## config.mk

```make
export PLATFORM = sky130hd
export DESIGN_NAME = io_int_ctrl
export DESIGN_NICKNAME = d
export VERILOG_FILES = /design/src/rtl/io_pkg.sv /design/src/rtl/sync_fifo2.sv /design/src/rtl/io_int_ctrl.sv
export SDC_FILE = /design/constraint.sdc
export NUM_CORES = 1
export LEC_CHECK = 0
export CORE_MARGIN = 3
export CORE_UTILIZATION = 49
export DETAILED_ROUTE_END_ITERATION = 16
export GPL_ROUTABILITY_DRIVEN = 0
export GPL_TIMING_DRIVEN = 0
export PLACE_DENSITY = 0.86
export SLEW_MARGIN = 20
export SYNTH_ARGS = -nofsm -noshare
export SYNTH_HDL_FRONTEND = slang
export SYNTH_HIERARCHICAL = 1
export SYNTH_SLANG_ARGS = --single-unit
```

## constraint.sdc

```tcl
create_clock -name clk -period 1.8 [get_ports clk]
set_input_delay 0.54 -clock clk [delete_from_list [all_inputs] [get_ports clk]]
set_output_delay 0.54 -clock clk [all_outputs]
set_load 0.01 [all_outputs]
```

## src/rtl/io_pkg.sv

```systemverilog
// Shared processor I/O package: interrupt FSM encoding and default port geometry.
package io_pkg;

    localparam int IO_WIDTH = 16;
    localparam int IO_NSRC  = 4;

    typedef enum logic [1:0] {
        ST_IDLE    = 2'd0,
        ST_REQ     = 2'd1,
        ST_SERVICE = 2'd2
    } int_state_t;

endpackage

```

## src/rtl/sync_fifo2.sv

```systemverilog
// Two-entry output FIFO with a registered head and a sticky drop flag.
module sync_fifo2 #(
    parameter int WIDTH = 16
) (
    input  logic             clk,
    input  logic             rst,
    input  logic             wr,
    input  logic [WIDTH-1:0] wr_data,
    output logic [WIDTH-1:0] out_data,
    output logic             out_valid,
    input  logic             out_ready,
    output logic             ovf
);

    logic [WIDTH-1:0] mem [2];
    logic             wr_ptr;
    logic             rd_ptr;
    logic [1:0]       count;
    logic             full;
    logic             pop;
    logic             push;

    assign full      = (count == 2'd2);
    assign out_valid = (count != 2'd0);
    assign out_data  = mem[rd_ptr];
    assign pop       = out_valid && out_ready;
    // A pop frees the slot in the same cycle, so a full FIFO can still take a write.
    assign push      = wr && (!full || pop);

    always_ff @(posedge clk or posedge rst) begin
        if (rst) begin
            mem[0] <= '0;
            mem[1] <= '0;
            wr_ptr <= 1'b0;
            rd_ptr <= 1'b0;
            count  <= 2'd0;
            ovf    <= 1'b0;
        end else begin
            if (push) begin
                mem[wr_ptr] <= wr_data;
                wr_ptr      <= ~wr_ptr;
            end
            if (pop)
                rd_ptr <= ~rd_ptr;
            unique case ({push, pop})
                2'b10:   count <= count + 2'd1;
                2'b01:   count <= count - 2'd1;
                default: count <= count;
            endcase
            if (wr && !push)
                ovf <= 1'b1;
        end
    end

endmodule

```

## src/rtl/io_int_ctrl.sv

```systemverilog
// Interrupt controller with edge-triggered pending bits, a one-entry input port
// buffer and a two-entry output FIFO.
module io_int_ctrl
    import io_pkg::*;
#(
    parameter  int WIDTH = IO_WIDTH,
    parameter  int NSRC  = IO_NSRC,
    localparam int VW    = $clog2(NSRC)
) (
    input  logic             clk,
    input  logic             rst,
    input  logic [NSRC-1:0]  irq_src,
    input  logic [NSRC-1:0]  irq_en,
    output logic             interrupt,
    output logic [VW-1:0]    int_vec,
    input  logic             int_ack,
    input  logic             rti_done,
    input  logic [WIDTH-1:0] in_data,
    input  logic             in_valid,
    output logic             in_ready,
    input  logic             cpu_in_rd,
    output logic [WIDTH-1:0] inputPort,
    input  logic             cpu_out_wr,
    input  logic [WIDTH-1:0] cpu_out_data,
    output logic [WIDTH-1:0] out_data,
    output logic             out_valid,
    input  logic             out_ready,
    output logic             out_ovf
);

    // Lowest set index wins.
    function automatic logic [VW-1:0] prio_enc(input logic [NSRC-1:0] p);
        logic [VW-1:0] r;
        r = '0;
        for (int i = NSRC - 1; i >= 0; i--)
            if (p[i]) r = VW'(i);
        return r;
    endfunction

    int_state_t      state;
    logic [NSRC-1:0] irq_prev;
    logic [NSRC-1:0] pend;
    logic [NSRC-1:0] irq_edge;
    logic [NSRC-1:0] pend_clr;

    assign irq_edge = irq_src & ~irq_prev & irq_en;
    assign pend_clr = (state == ST_REQ && int_ack)
                    ? ({{(NSRC-1){1'b0}}, 1'b1} << int_vec) : '0;

    // A fresh edge on the source being acknowledged survives the clear.
    always_ff @(posedge clk or posedge rst) begin
        if (rst) begin
            irq_prev <= '0;
            pend     <= '0;
        end else begin
            irq_prev <= irq_src;
            pend     <= (pend & ~pend_clr) | irq_edge;
        end
    end

    always_ff @(posedge clk or posedge rst) begin
        if (rst) begin
            state     <= ST_IDLE;
            interrupt <= 1'b0;
            int_vec   <= '0;
        end else begin
            unique case (state)
                ST_IDLE: if (|pend) begin
                    state     <= ST_REQ;
                    int_vec   <= prio_enc(pend);
                    interrupt <= 1'b1;
                end
                ST_REQ: if (int_ack) begin
                    state     <= ST_SERVICE;
                    interrupt <= 1'b0;
                end
                ST_SERVICE: if (rti_done)
                    state <= ST_IDLE;
                default: begin
                    state     <= ST_IDLE;
                    interrupt <= 1'b0;
                end
            endcase
        end
    end

    logic             alive;
    logic             full;
    logic [WIDTH-1:0] buf_data;
    logic             load;

    // alive holds in_ready low for the first cycle after reset release.
    assign in_ready = alive && !full;
    assign load     = in_valid && alive && (!full || cpu_in_rd);

    always_ff @(posedge clk or posedge rst) begin
        if (rst) begin
            alive     <= 1'b0;
            full      <= 1'b0;
            buf_data  <= '0;
            inputPort <= '0;
        end else begin
            alive <= 1'b1;
            if (cpu_in_rd)
                inputPort <= full ? buf_data : '0;
            if (load) begin
                buf_data <= in_data;
                full     <= 1'b1;
            end else if (cpu_in_rd) begin
                full <= 1'b0;
            end
        end
    end

    sync_fifo2 #(.WIDTH(WIDTH)) u_out_fifo (
        .clk       (clk),
        .rst       (rst),
        .wr        (cpu_out_wr),
        .wr_data   (cpu_out_data),
        .out_data  (out_data),
        .out_valid (out_valid),
        .out_ready (out_ready),
        .ovf       (out_ovf)
    );

endmodule

```

### Word level (Yosys, flattened, before mapping)

Cells that the tools add are included.

* order comparisons: 3
* eq/ne operators: 8
* $add $sub $neg: 2
* div/mod/pow operators: 0
* multiply operators: 0
* bitwise gates (word level): 11
* reductions and logical operators: 21
* multiplexer cells: 22
* shifts and indexed selects: 1

Operator list (number)
* 16-bit 2-to-1 mux: 5
* 32-bit bitwise mux: 1
* 16-bit demux with 1-bit select: 1
* 2-bit 2-to-1 mux: 7
* 4-bit bitwise AND: 3
* 1-bit logical AND: 8
* 4-bit inverter: 2
* 2-bit == test (second input constant): 3
* 2-bit != test (second input constant): 3
* 2-bit case mux with 3 select lines: 1
* 3-bit AND reduction: 2
* 2-bit nonzero test: 3
* 2-bit by 1-bit == test with 1-bit output (second input constant): 2
* 2-bit greater-or-equal comparator (second input constant): 2
* 1-bit 2-to-1 mux: 4
* 4-bit 2-to-1 mux: 1
* 1-bit inverter with 2-bit output: 2
* 4-bit bitwise OR: 1
* 2-bit case mux with 2 select lines: 1
* 4-bit OR reduction: 1
* 1-bit by 2-bit left shift with 4-bit output (first input constant): 1
* 1-bit zero test: 3
* 1-bit inverter: 3
* 1-bit case mux with 3 select lines: 1
* other kinds (6): 7

* memory bits (read-only): 0
* bits of input ports: 48
* register bits: 84
* bits in latches: 0
* bits in writable memories: 0
* output and inout bits: 38
* memories: 0

### Logic depth before layout (Yosys ltp)

Gate-level depths: netlist of the first run.

* depth after elaboration: 6
* mapped depth: 6
* gate-level depth less buffers: 6

### Modules after synthesis

The synthesis of the first run kept the hierarchy.

Modules (own cells, without submodules)
* io_int_ctrl: area each 1760.4 sq um, cells each 128, seq. area each 1176.1 sq um, times used 1
* sync_fifo2: area each 1686.6 sq um, cells each 105, seq. area each 925.9 sq um, times used 1

### Worst setup path before layout of the first run

No wires, ideal clock.

* path kind: register -> output
* start: register u_out_fifo.rd_ptr
* end: output port out_data[0]
* setup slack: 0.051 ns
* cell stages (with the launch flop): 4
* arrival: 1.209 ns
* data required time: 1.260 ns
* path through: dfrtp_1 -> clkbuf_1 -> buf_2 -> mux2_2

* word-level cells in the longest chain between the ends: 4

RTL lines
* start: declaration: RTL line sync_fifo2.sv:17 `logic rd_ptr;`
* start signal: assignment: RTL line sync_fifo2.sv:44 `rd_ptr <= ~rd_ptr;`
* 1-bit inverter with 2-bit output (implied by the code): RTL line sync_fifo2.sv:25 `assign out_data = mem[rd_ptr];`
* 16-bit 2-to-1 mux (implied by the code) (3 in series): RTL line sync_fifo2.sv:25
* end: declaration: RTL line io_int_ctrl.sv:25 `output logic [WIDTH-1:0] out_data,`

Every way passes these cells. The select of a mux whose other input is x is not followed.

### Worst setup path after layout of the first run

* start: register u_out_fifo.rd_ptr
* end: output port out_data[1]

The elaborated chain is that of the path after synthesis.

==> results of run 1 <==
[worst max-delay path, cell delays in order (launching register included)]
cell	delay, ns
sky130_fd_sc_hd__dfrtp_2	0.46
sky130_fd_sc_hd__buf_8	0.16
sky130_fd_sc_hd__mux2_4	0.31
sky130_fd_sc_hd__buf_6	0.12
[routing by layer]
| metal | global-route usage (%) | vias up | part of all wire (%) |
|---|---|---|---|
| li1 | - | 1043 | - |
| met1 | 24.0 | 1102 | 45 |
| met2 | 29.5 | 68 | 48 |
| met3 | 5.51 | 5 | 5.8 |
| met4 | 5.74 | 0 | 0.97 |
| met5 | 0 | - | 0 |
[power by group through the flow]
stage / logic (mW) / registers [mW] / clock network [mW]
after CTS: 3.27 / 2.93 / 1.49
after floorplan: 1.70 / 2.88 / 0
after global routing: 3.49 / 3.02 / 1.59
final: 3.26 / 2.94 / 1.47
after global placement: 2.79 / 2.90 / 0
after detailed placement: 2.85 / 2.95 / 0
[cell families (layout without fill, tap and decap cells)]
| logic type | count (synthesis) | count (layout) | synth area share, % |
|---|---|---|---|
| flip-flops | 84 | 84 | 61.0 |
| adder cells (fa/ha/maj) | 1 | 1 | 0.363 |
| XOR/XNOR | 5 | 5 | 1.27 |
| AO/OA/AOI/OAI | 34 | 34 | 7.66 |
| multiplexers | 64 | 64 | 22.0 |
| other | 1 | 1 | 0.109 |
| buffers and inverters | 16 | 129 | 2.76 |
| AND/OR/NAND/NOR | 28 | 28 | 4.86 |
[worst max-delay path by stage]
stage                                              from              endpoint  slack, ns  depth (start not counted)
after floorplan           u_out_fifo/rd_ptr$_DFFE_PP0P_           out_data[0]       0.05                          3
after global routing      u_out_fifo/rd_ptr$_DFFE_PP0P_           out_data[1]      -0.16                          3
after CTS                 u_out_fifo/rd_ptr$_DFFE_PP0P_           out_data[2]      -0.20                          4
after global placement                              rst  state[1]$_DFFE_PP0P_      -0.73                          2
final                     u_out_fifo/rd_ptr$_DFFE_PP0P_           out_data[1]      -0.12                          3
after detailed placement  u_out_fifo/rd_ptr$_DFFE_PP0P_           out_data[1]      -0.65                          4
[state kept, by name (all words and copies together) (netlist names)]
name,flops
u_out_fifo/rd_ptr,1
int_vec,2
irq_prev,4
u_out_fifo/mem,32
pend,4
u_out_fifo/count,2
u_out_fifo/wr_ptr,1
alive,1
u_out_fifo/ovf,1
interrupt,1
state,2
inputPort,16
full,1
buf_data,16
[repair_timing]
action,in CTS,in global routing
hold buffers,0,0
cloned,1,0
resized for setup,117,13
endpoints found under the setup margin,49,24
pin swaps,2,1
setup buffers,7,5
[cell usage in the layout (no fill, tap or decap), drive strengths merged, types with 2 or more instances in the layout]
cell,instances
dfrtp,84
mux2,64
clkdlybuf4s50,46
buf,36
dlygate4sd2,16
a22o,15
clkbuf,14
nand2,9
o21ai,9
nor2,8
inv,7
dlymetal6s2s,6
xnor2,3
a21oi,3
nor3,2
o32a,2
nand2b,2
o41ai,2
bufinv,2
nor3b,2
xor2,2
[final cells by class]
| class | count | area share, % |
|---|---|---|
| flip-flops and latches | 84 | 43.5 |
| well taps | 93 | 2.40 |
| clock buffers | 12 | 3.00 |
| plain buffers | 8 | 1.55 |
| multi-input cells | 133 | 27.1 |
| repair buffers | 98 | 20.5 |
| inverters | 7 | 0.543 |
| clock inverters | 4 | 1.50 |
==> impl.org, run 1 <==
** Synth
- The synthesized design contains 84 register bits.
- Most numerous cell in the Yosys netlist :: sky130_fd_sc_hd__dfrtp_1
- Count of yosys warnings during synthesis :: 6
- Portion of synthesized cell area occupied by the leading cell type :: 61.0%
- Cell accounting for the most synthesized area :: sky130_fd_sc_hd__dfrtp_1
- Flip-flop cell with the highest count after synthesis :: sky130_fd_sc_hd__dfrtp_1
- Summed instance area of the synthesized netlist :: 3450 um^2
- Cells after synthesis :: 233
- In this run, synthesis inferred 0 flip-flops with an integrated enable.
- In this run, distinct cell masters in the synthesized netlist total 34.
- Share of synthesized flip-flops with an asynchronous set or reset :: 100%
- In the post-synthesis netlist, the biggest area contributors are sky130_fd_sc_hd__dfrtp_1, sky130_fd_sc_hd__mux2_2, sky130_fd_sc_hd__mux2_4.
- Mapped Avg Cell Area :: 14.8 um^2
- Proportion of synthesized chip area in sequential cells :: 61.0%
- Counting instances in the post-synthesis netlist gives the leading cell types as sky130_fd_sc_hd__dfrtp_1, sky130_fd_sc_hd__mux2_2, sky130_fd_sc_hd__a22o_1.
- Syn nets :: 282

** Die
- Height of the die :: 89.9 um
- Total die area :: 8080 um^2
- Floorplan Core Area :: 6570 um^2
- For this design the top-level I/O count stands at 86.
- Die span in x :: 89.9 um
- The initialized floorplan defines 29 standard-cell rows.
- Initial core utilization :: 52.5%

** Clock tree
- The number of clock buffers added by TritonCTS is 9.
- CTS tree :: built
- Clock latency at the later pin of the worst-skew pair :: 0.34 ns
- Clock Sink Count :: 84
- After clock tree synthesis, the clock-pin slew on the worst setup and hold paths is 0.08 ns.
- Number of buffers between clock root and the deepest sink :: 2
- The H-tree was split into 3 levels.
- Root buffer cell :: sky130_fd_sc_hd__clkbuf_8

** Timing
- Hold timing on the final database bottoms out at a slack of 0.433 ns.
- The number of hold-slack violations in the final timing report came to 0.
- RSZ-0062 raised after global routing :: true
- Counting I/O delays and the setup requirement, the final critical path takes 1.92 ns.
- For the pin with the worst max-slew slack, the measured transition is 0.765 ns.
- Final setup violation count :: 16
- Max Slew Vio Count :: 0
- Maximum clock rate :: 521 MHz
- Final worst setup slack :: -0.120 ns
- In the final timing run, aggregate negative setup slack is -1.75 ns.
- Ratio of final minimum period to clock period :: 107%
- Worst Skew :: 0.00751 ns
- Max-slew headroom at the worst pin :: 49.0%

** Power
- Cell internal power was estimated by the tool at 5.42 mW.
- For this design the static power due to leakage is 2.27 nW.
- For this design the ratio of total power to cell area is 1590 nW/um^2.
- In this run switching power makes up 29.3% of total power.
- The clock network is responsible for 19.2% of the overall power.
- Combinational logic burns 42.5% of the power.
- Worst voltage drop across the vdd grid :: 0.814 mV
- Sequential fraction of design power :: 38.3%
- Total design power :: 7.67 mW
- Net Switching :: 2.25 mW

** Routing
- Count of unresolved DRC violations after routing :: 0
- The count of nets left with antenna violations once routing finished came out at 0.
- The first detailed-routing pass took 5 iterations.
- Final routed wirelength across all metal layers :: 7.20 mm
- The routed layout has 2218 vias.
- Post-detailed-route via-to-cell ratio :: 5.05
- After detailed routing, the average wire length per cell comes to 16.4 um.
- For this block, the initial DRC count from the detailed router was 82.

** Critical path
- Required time at the endpoint of the critical path :: 1.26 ns
- Critical Path Sink Type :: primary output
- The startpoint identified for the worst register-to-register timing path is u_out_fifo/count[0]$_DFFE_PP0P_.
- Endpoint of the most critical register-to-register path :: u_out_fifo/count[1]$_DFFE_PP0P_
- Setup slack of the most critical reg-to-reg path :: 0.10 ns
- The worst setup path is launched from a register.
- Data arrival time of the worst path :: 1.38 ns
- Counting cells, the worst reg-to-reg path comes to 6.
- Of all nets on the critical path, the largest fanout is 5.
- Worst Setup Path Type :: register to primary output

** Job
- Maximum capacitance violations :: 0

** Final layout
- Sequential cell area :: 2100 um^2
- For this run, the post-layout net count is 390.
- Fraction of final layout cells sized beyond drive strength 1 :: 36.1%
- After filler insertion, the fill cell instance count of the layout stands at 447.
- Excluding fillers, the count of instances in the completed layout stands at 439.
- At the end of the flow the core is filled with cells to 73.7%.
- The area growth from synthesis to layout is 40.4%.
- Area of all placed cells without fillers :: 4840 um^2
- 0 antenna diodes ended up in the layout.
- Summing all multi-input logic gate instances after layout gives 1310 um^2.

** Global route
- Total global routing track utilization :: 18.3%
- The first global-routing pass estimated 11.8 mm of wire.
- Vias in the first global route :: 2402
- Entering global routing, the biggest net connects 38 pins.
- The total overflow left after global routing is 0.
- Number of antenna violations at the first check in global routing :: 0

** Run status
- Violated checks :: negative setup slack
- Status :: finished, violations left

** Placement
- The count of buffers added on input and output ports is 85.
- Post-Place Cell Area :: 4430 um^2
- Half-perimeter wire length of the detailed placement result :: 4.91 mm
- Timing analysis after detailed placement gives a worst setup slack of -0.652 ns.
- Post-placement cell count :: 412

** Min path
- The worst hold path terminates at pend[0]$_DFF_PP0_.
- In this run the worst hold path is classified as register to register.
- Hold Startpoint :: irq_prev[0]$_DFF_PP0_
- Instance count along the most critical hold path :: 1
No activity file was read; power rests on OpenSTA's default activity.
==> run 2, diff against run 1 <==
- clock period: 1.8 -> 1.93 ns (I/O delays scaled with it)
==> run 2 against run 1 <==
Against the previous run: the run still ends with negative setup slack left; non-clock buffer count is 1 lower; worst setup slack better by 0.085 ns; total power is 5.5% lower; critical path depth stayed put; largest cell class unchanged; critical endpoint unchanged; combinational power is 4% lower.
==> impl.org, run 2 (synthesis results as in run 1) <==
** Run status
- The flow ran to the end, but the final reports show violations.
- Violated checks :: negative setup slack

** Final layout
- The repair_antennas step left the layout with diodes totalling 0.
- Largest register FFs :: 32
- In the final layout, flip-flops and latches occupy 2100 um^2.
- Final non-filler cell total :: 438
- The largest registers in the layout are u_out_fifo/mem (32), buf_data (16), inputPort (16).
- Layout overhead on the synthesized area :: 40.7%
- Most flop-heavy register :: u_out_fifo/mem
- Final net count :: 389
- Commonest non-fill, non-tap cell in the layout :: sky130_fd_sc_hd__dfrtp_1
- In the final layout, the share of cells above drive strength 1 is 35.9%.
- Summing all multi-input logic gate instances after layout gives 1320 um^2.
- The top cell types in the final layout, fill and taps aside, are sky130_fd_sc_hd__dfrtp_1, sky130_fd_sc_hd__clkdlybuf4s50_1, sky130_fd_sc_hd__mux2_2.
- Counting the fill cells in the layout gives 438.

** Critical path
- Worst Setup Path Type :: register to primary output
- The worst setup path is launched from a register.
- Ordered list of cells on the worst path :: buf_8, mux2_4, buf_6
- Max stage delay on crit path :: 0.46 ns
- Combined buffer and inverter count along the critical path :: 2
- In this run the worst path has a maximum fanout of 5.
- For this design, the slowest cell found on the critical path is sky130_fd_sc_hd__dfrtp_2.
- Largest delay share family, worst path :: flip-flops
- Data arrival time of the worst path :: 1.39 ns
- Data on the critical path is required at its endpoint by 1.35 ns.
- Critical Path Sink Type :: primary output

** Die
- Once the floorplan was initialized, standard cells occupied 52.5% of the core.
- Floorplan Core Area :: 6570 um^2
- After floorplanning, the core was divided into 29 placement rows.
- Die span in x :: 89.9 um
- Total die area :: 8080 um^2
- Height of the die :: 89.9 um
- Pin placement for this block handled 86 I/O pins.

** Global route
- Global-route wire length before repair :: 11.9 mm
- After global routing, the most crowded layer is met2.
- After global routing the overflow that remains totals 0.
- Global routing consumed, on the met3 layer, 5.51% of the routing resources.
- The via count of the first global-routing pass was 2403.
- Entering global routing, the biggest net connects 38 pins.
- For this run, the total global-route usage over all layers was measured as 18.3%.
- Global routing consumed, on the met1 layer, 23.9% of the routing resources.
- The number of antenna violations at the first check in global routing is 0.
- For this run, global-route usage on met2 was measured as 29.7%.

** Timing
- For the final database, setup skew stands at 0.0112 ns.
- At the pin with the least slew margin, the transition time is 0.764 ns.
- Final setup violation count :: 16
- Subtracting the final worst setup slack from the clock period gives 1.96 ns.
- Across all setup checks in the final design, the least slack found is -0.0348 ns.
- Max Slew Vio Count :: 0
- Final-report hold violation count :: 0
- Hold is met by 0.436 ns.
- Measured against its own limit, the worst slew margin works out to 49.0%.
- Setup repair after global routing could not meet its margin everywhere.
- Of the available clock period, the critical path in the final layout requires 102%.
- Derived from the worst setup path, the maximum achievable clock frequency is 509 MHz.

** Power
- The completed layout was analyzed and its total power is 7.25 mW.
- Of the total power, combinational logic draws 43.1%.
- Sequential fraction of design power :: 38.0%
- In this run the static leakage power is 2.15 nW.
- Total power density per cell area :: 1500 nW/um^2
- Power share of the clock group :: 19.0%
- Net Switching :: 2.12 mW
- The internal power of the cells totals 5.13 mW.
- Worst voltage drop across the vdd grid :: 0.761 mV
- Proportion of total power due to net switching :: 29.3%

** Routing
- The detailed router finished its first iteration with 74 violations.
- Remaining antenna violation count after routing :: 0
- Final routed wire length divided by cell count :: 16.5 um
- In the routed design, unresolved DRC markers number 0.
- The pre-antenna-repair detailed-routing pass consisted of 4 iterations.
- Post-detailed-route via-to-cell ratio :: 5.07
- Vias post-DR :: 2221
- Wires add up to 7.24 mm.

** Placement
- Half-perimeter wire length of the detailed placement result :: 4.91 mm
- Post-placement cell count :: 412
- The count of buffers added on input and output ports is 85.

** Clock tree
- Root buffer cell :: sky130_fd_sc_hd__clkbuf_8
- Clk slew on worst S/H paths :: 0.09 ns
- TritonCTS built the clock tree.
- CTS saw 84 sinks.
- TritonCTS buffer count :: 9
- Number of buffers between clock root and the deepest sink :: 2
- The H-tree was split into 3 levels.
- After clock tree synthesis, the flow added hold-fix buffers numbering 0.
- For the worst-skew pair, the clock arrives at the later sink with an insertion delay of 0.34 ns.

** Min path
- Min-Delay Path Class :: register to register

** Job
- Maximum capacitance violations :: 0
run 2: repair_timing:
item	in CTS	in global routing
cloned	1	0
pin swaps	1	1
endpoints found under the setup margin	29	19
buffers inserted	6	5
gates resized for setup	100	9
run 2: power by group through the flow:
stage / Clock, mW / Combinational, mW / Sequential [mW]
after floorplan: 0 / 1.58 / 2.69
after global placement: 0 / 2.60 / 2.70
after detailed placement: 0 / 2.66 / 2.75
after CTS: 1.39 / 3.06 / 2.74
after global routing: 1.47 / 3.33 / 2.82
final: 1.38 / 3.12 / 2.75
run 2: cell type report:
type | count | share of cell area, %
repair buffers | 97 | 20.4
clock buffers | 12 | 2.99
plain buffers | 8 | 1.55
clock inverters | 4 | 1.50
well taps | 93 | 2.40
inverters | 7 | 0.542
flip-flops and latches | 84 | 43.4
multi-input cells | 133 | 27.2
run 2: path summary, 6_finish.rpt:
check	startpoint	to	slack [ns]	cells past startpoint
max	u_out_fifo/rd_ptr$_DFFE_PP0P_	out_data[1]	-0.03	3
min in group asynchronous	rst	inputPort[1]$_DFFE_PP0P_	0.60	2
min	irq_prev[0]$_DFF_PP0_	pend[0]$_DFF_PP0_	0.44	1
max in group asynchronous	rst	u_out_fifo/count[0]$_DFFE_PP0P_	0.65	2
min reg2reg	irq_prev[0]$_DFF_PP0_	pend[0]$_DFF_PP0_	0.44	1
max reg2reg	u_out_fifo/count[0]$_DFFE_PP0P_	u_out_fifo/mem[26]$_DFFE_PP0P_	0.24	6
run 2: through the flow:
| step | setup slack (ns) | utilization [%] | TNS [ns] | area (um^2) |
|---|---|---|---|---|
| finish | -0.0348 | 73.8 | -0.317 | 4850 |
| global route | -0.0725 | 73.8 | -0.957 | 4850 |
| CTS | -0.104 | 73.1 | -0.791 | 4800 |
| detailed placement | -0.561 | 67.5 | -16.44 | 4430 |
| global placement | -0.639 | 67.2 | -57.39 | 4410 |
| floorplan | 0.142 | - | 0 | 3450 |
run 2: routing by layer:
metal  routed length, um  share of wire [%]  vias to the layer above
met1                3290                 45                     1100
met4                  70               0.97                        0
li1                    -                  -                     1044
met3                 420                5.8                        5
met2                3470                 48                       72
met5                   0                  0                        -
==> run 3, diff against run 2 <==
- CTS_CLUSTER_SIZE: default -> 30
==> results of run 3 <==
No change in the layout: final DEF, timing and power equal those of run 2.
